<file path="config.mk">
export PLATFORM = sky130hd
export DESIGN_NAME = button_debounce
export DESIGN_NICKNAME = d
export VERILOG_FILES = /design/src/rtl/button_debounce_pkg.sv /design/src/rtl/sync_chain.sv /design/src/rtl/button_debounce.sv
export SDC_FILE = /design/constraint.sdc
export NUM_CORES = 1
export LEC_CHECK = 0
export ABC_CLOCK_PERIOD_IN_PS = 3800
export CORE_AREA = 8 8 45 47
export CTS_CLUSTER_SIZE = 10
export DETAILED_ROUTE_END_ITERATION = 7
export DIE_AREA = 0 0 53 55
export MAX_ROUTING_LAYER = met4
export PLACE_DENSITY = 0.48
export SYNTH_ARGS = -nofsm -noshare
export SYNTH_HDL_FRONTEND = slang
export SYNTH_SLANG_ARGS = --single-unit
</file>
<file path="constraint.sdc">
create_clock -name clk -period 3.8 [get_ports clk]
set_clock_uncertainty 0.1 [all_clocks]
set_input_delay 0.38 -clock clk [delete_from_list [all_inputs] [get_ports clk]]
set_output_delay 0.38 -clock clk [all_outputs]
set_load 0.005 [all_outputs]
</file>
<file path="src/rtl/button_debounce_pkg.sv">
// Shared types and sizing helpers for the push-button debouncer.
package button_debounce_pkg;

  // Debouncer FSM states: two stable levels plus a qualifying state for each direction
  typedef enum logic [1:0] {
    IDLE_LOW   = 2'd0,
    CHECK_HIGH = 2'd1,
    HELD_HIGH  = 2'd2,
    CHECK_LOW  = 2'd3
  } db_state_t;

  // Counter width that can hold values 0..stable_cycles
  function automatic int cnt_width(input int stable_cycles);
    return $clog2(stable_cycles + 1);
  endfunction

endpackage

</file>
<file path="src/rtl/sync_chain.sv">
// Multi-flop synchronizer for a single asynchronous input bit; reusable for any async level.
module sync_chain #(
  parameter int SYNC_STAGES = 2
) (
  input  logic clk,
  input  logic rst,
  input  logic d,
  output logic q
);

  if (SYNC_STAGES < 2) begin : g_bad_stages
    $error("sync_chain: SYNC_STAGES must be at least 2");
  end

  logic [SYNC_STAGES-1:0] stages;

  // Shift the raw input through the chain; every stage clears on reset
  always_ff @(posedge clk or negedge rst) begin
    if (!rst) begin
      stages <= '0;
    end else begin
      stages <= {stages[SYNC_STAGES-2:0], d};
    end
  end

  assign q = stages[SYNC_STAGES-1];

endmodule

</file>
<file path="src/rtl/button_debounce.sv">
// Push-button debouncer: synchronizes the raw button, qualifies level changes over a
// stable window, and emits one registered toggle pulse per accepted press.
module button_debounce
  import button_debounce_pkg::*;
#(
  parameter int SYNC_STAGES   = 2,
  parameter int STABLE_CYCLES = 4
) (
  input  logic clk,
  input  logic rst,
  input  logic btn,
  output logic toggle,
  output logic level,
  output logic busy
);

  localparam int CNT_W = cnt_width(STABLE_CYCLES);
  localparam logic [CNT_W-1:0] CNT_LAST = CNT_W'(STABLE_CYCLES - 1);
  localparam logic [CNT_W-1:0] CNT_ONE  = CNT_W'(1);

  if (STABLE_CYCLES < 2) begin : g_bad_stable
    $error("button_debounce: STABLE_CYCLES must be at least 2");
  end

  logic             btn_s;
  db_state_t        state;
  db_state_t        state_nxt;
  logic [CNT_W-1:0] cnt;
  logic [CNT_W-1:0] cnt_nxt;
  logic             toggle_nxt;
  logic             level_nxt;

  sync_chain #(
    .SYNC_STAGES(SYNC_STAGES)
  ) u_btn_sync (
    .clk(clk),
    .rst(rst),
    .d  (btn),
    .q  (btn_s)
  );

  // State, counter and output registers; reset returns everything to the released-button idle
  always_ff @(posedge clk or negedge rst) begin
    if (!rst) begin
      state  <= IDLE_LOW;
      cnt    <= '0;
      toggle <= 1'b0;
      level  <= 1'b0;
    end else begin
      state  <= state_nxt;
      cnt    <= cnt_nxt;
      toggle <= toggle_nxt;
      level  <= level_nxt;
    end
  end

  // Next-state logic: a change is accepted only after STABLE_CYCLES identical samples
  always_comb begin
    state_nxt  = state;
    cnt_nxt    = cnt;
    toggle_nxt = 1'b0;
    level_nxt  = level;
    case (state)
      IDLE_LOW: begin
        if (btn_s) begin
          state_nxt = CHECK_HIGH;
          cnt_nxt   = CNT_ONE;
        end
      end
      CHECK_HIGH: begin
        if (!btn_s) begin
          state_nxt = IDLE_LOW;
          cnt_nxt   = '0;
        end else if (cnt == CNT_LAST) begin
          state_nxt  = HELD_HIGH;
          cnt_nxt    = '0;
          level_nxt  = 1'b1;
          toggle_nxt = 1'b1;
        end else begin
          cnt_nxt = cnt + CNT_ONE;
        end
      end
      HELD_HIGH: begin
        if (!btn_s) begin
          state_nxt = CHECK_LOW;
          cnt_nxt   = CNT_ONE;
        end
      end
      CHECK_LOW: begin
        if (btn_s) begin
          state_nxt = HELD_HIGH;
          cnt_nxt   = '0;
        end else if (cnt == CNT_LAST) begin
          state_nxt = IDLE_LOW;
          cnt_nxt   = '0;
          level_nxt = 1'b0;
        end else begin
          cnt_nxt = cnt + CNT_ONE;
        end
      end
      default: begin
        state_nxt = IDLE_LOW;
        cnt_nxt   = '0;
        level_nxt = 1'b0;
      end
    endcase
  end

  assign busy = (state == CHECK_HIGH) || (state == CHECK_LOW);

endmodule
</file>
==> qor.csv <==
stage,metric,value,unit
clock_tree,cts_hold_buf,0,
clock_tree,insertion_delay,0.25,ns
die,start_util,26.67,%
cells_and_area,filler_cell_count,139,
timing,period_needed,1.712,ns
worst_setup_path,crit_slowest_cell,clkdlybuf4s50_1,
timing,tightest_slew,0.4029,ns
synthesis,synth_nets,37,
timing,period_share,45.06,%
worst_setup_path,path_buf_inv,1,
global_routing,use_met3,3.743,%
worst_setup_path,r2r_start,cnt[0],
clock_tree,clock_path_buffers,2,
detailed_routing,vias,253,
clock_tree,cts_made_buffers,3,
placed_design,placed_area,435.4,um^2
worst_setup_path,endpoint_kind,output pin,
power,irDropWorstVdd,0.0001936,V
detailed_routing,dr.pass1.iters,2,
global_routing,use_met1,4.496,%
power,total_power,0.0002937,W
cells_and_area,final_common_cell,dfrtp_1,
placed_design,gp_congestion,0.6554,
cells_and_area,final_area,461.7,um^2
detailed_routing,avgRoutedWirePerCell,10.84,um
power,p_leak,0.2096,nW
synthesis,synth-seq-cells,9,
clock_tree,postCtsResizedCells,0,
synthesis,yosysUniqueCellTypes,18,
run,maxCapViolCount,0,
global_routing,grt_pass1_wl,1055,um
worst_setup_path,cp-start-kind,flip-flop,
synthesis,syn_avg_cell_area,11.18,um^2
worst_setup_path,critPathKind,reg2out,
worst_setup_path,cp_top_family,buffers and inverters,
die,dieArea,2915,um^2
worst_setup_path,slowest_delay,0.54,ns
placed_design,portBuffers,5,
cells_and_area,area_growth,25.08,%
global_routing,antenna_found_initial,0,
detailed_routing,drc,0,
worst_setup_path,worstPathCellList,clkdlybuf4s50_1,
global_routing,grt_pass1_vias,263,
timing,max_freq,584.0,MHz
worst_setup_path,arrival,1.23,ns
clock_tree,cts.sinks,9,
detailed_routing,drt_wl_total,618,um
power,power.density,636.1,nW/um^2
worst_setup_path,path_max_fanout,8,
synthesis,netlist_area,369.1,um^2
synthesis,yosysSeqAreaShare,61.02,%
worst_hold_path,hp-start,u_btn_sync.stages[0],
detailed_routing,via_per_inst,4.439,
worst_setup_path,crit_cells,1,
outcome,outcome,finished clean,
cells_and_area,num_antenna_cells,0,
die,core,1384,um^2
clock_tree,clock-root-buffer,clkbuf_4,
synthesis,yosys_warnings,0,
global_routing,grtUsageTotal,5.389,%
timing,grt_setup_unrepaired,false,
timing,finalHoldViolCount,0,
timing,timing.setup.tns,0,ns
clock_tree,cts_tree,done,
placed_design,dp.cells,53,
global_routing,grt_util_met2,8.398,%
worst_hold_path,min_to,u_btn_sync.stages[1],
timing,final-max-slew-violation-count,0,
global_routing,grt_max_degree,10,
clock_tree,clk_pin_slew,0.06,ns
worst_setup_path,reg2reg_depth,4,
clock_tree,h-tree-depth,1,
global_routing,grt_overflow,0,
worst_hold_path,hold_path.class,reg2reg,
worst_setup_path,regToRegSetupSlack,2.52,ns
cells_and_area,final_cell_mix,"9 x dfrtp_1, 5 x nand2_1, 5 x clkdlybuf4s50_1",
timing,relSlewSlack,73.06,%
cells_and_area,final_util,33.36,%
clock_tree,post-cts-setup-buffers,0,
timing,setup_viol,0,
worst_setup_path,worstPathRequired,3.32,ns
die,rows,14,
worst_hold_path,whs_path_depth,0,
die,die_x,53,um
synthesis,synth_cells,33,
die,die_height,55,um
worst_setup_path,r2r-end,level,
detailed_routing,ant_nets,0,
cells_and_area,finalNetCount,46,
cells_and_area,finalNonFillerCells,57,
detailed_routing,initialDrtViolationCount,6,
cells_and_area,drive_gt1_share,9.756,%
die,ios,6,
global_routing,grt_most_used_layer,met2,
final cells by class:
type / count / area [um^2] / share of cell area [%]
Clock buffer: 4 / 26.28 / 5.691
Inverter: 1 / 3.754 / 0.8130
Multi-Input combinational cell: 22 / 136.4 / 29.54
Sequential cell: 9 / 225.2 / 48.78
Tap cell: 16 / 20.02 / 4.336
Timing Repair Buffer: 5 / 50.05 / 10.84
worst max-delay path by stage:
stage	start	endpoint	slack (ns)
finish	state[0]	busy	2.09
global route	state[0]	busy	2.02
CTS	state[0]	busy	2.07
detailed placement	state[0]	busy	2.35
global placement	state[0]	busy	2.38
floorplan	cnt[0]	level	2.60
synth_stat cells:
cell type | number | area (um^2)
a21oi_1 | 1 | 5.000
a22oi_1 | 1 | 7.510
and3b_1 | 1 | 8.760
clkbuf_1 | 1 | 3.750
dfrtp_1 | 9 | 225.2
ha_1 | 1 | 12.51
inv_1 | 1 | 3.750
nand2_1 | 5 | 18.77
nand2b_1 | 1 | 6.260
nand3b_1 | 1 | 7.510
nand4_1 | 1 | 6.260
nor2_1 | 3 | 11.26
nor3b_2 | 1 | 12.51
o21a_1 | 1 | 7.510
o21ai_0 | 1 | 5.000
o21ai_1 | 2 | 10.01
xnor2_1 | 1 | 8.760
xor2_1 | 1 | 8.760
power breakdown:
| part | switching, W | internal [W] | total [W] |
|---|---|---|---|
| combinational | 0.0000396 | 0.0000425 | 0.0000822 |
| clock | 0.0000310 | 0.0000403 | 0.0000713 |
| sequential | 0.0000229 | 0.000117 | 0.000140 |
| total | 0.0000935 | 0.000200 | 0.000294 |
cell families (layout without fill, tap and decap cells):
kind of cell | count (synthesis) | after routing | share of synthesized area (%)
buffers and inverters | 2 | 10 | 2.032
flip-flops | 9 | 9 | 61.02
AND/OR/NAND/NOR | 13 | 13 | 19.33
AO/OA/AOI/OAI | 6 | 6 | 9.491
adder cells (fa/ha/maj) | 1 | 1 | 3.389
XOR/XNOR | 2 | 2 | 4.747
layer usage:
layer	up-vias	wire (um)
met2	4	307
met1	122	259
met4	0	0
li1	127	-
met3	0	51
met5	-	0
per-stage QoR:
| step | hold WS, ns | setup WS, ns |
|---|---|---|
| 4_1_cts | 0.2558 | 2.071 |
| 3_5_place_dp | 0.2418 | 2.353 |
| 6_report | 0.2533 | 2.088 |
| 3_3_place_gp | 0.2376 | 2.378 |
| 5_1_grt | 0.2590 | 2.022 |
| 2_1_floorplan | -0.01559 | 2.605 |
(Power assumes the default switching activity.)
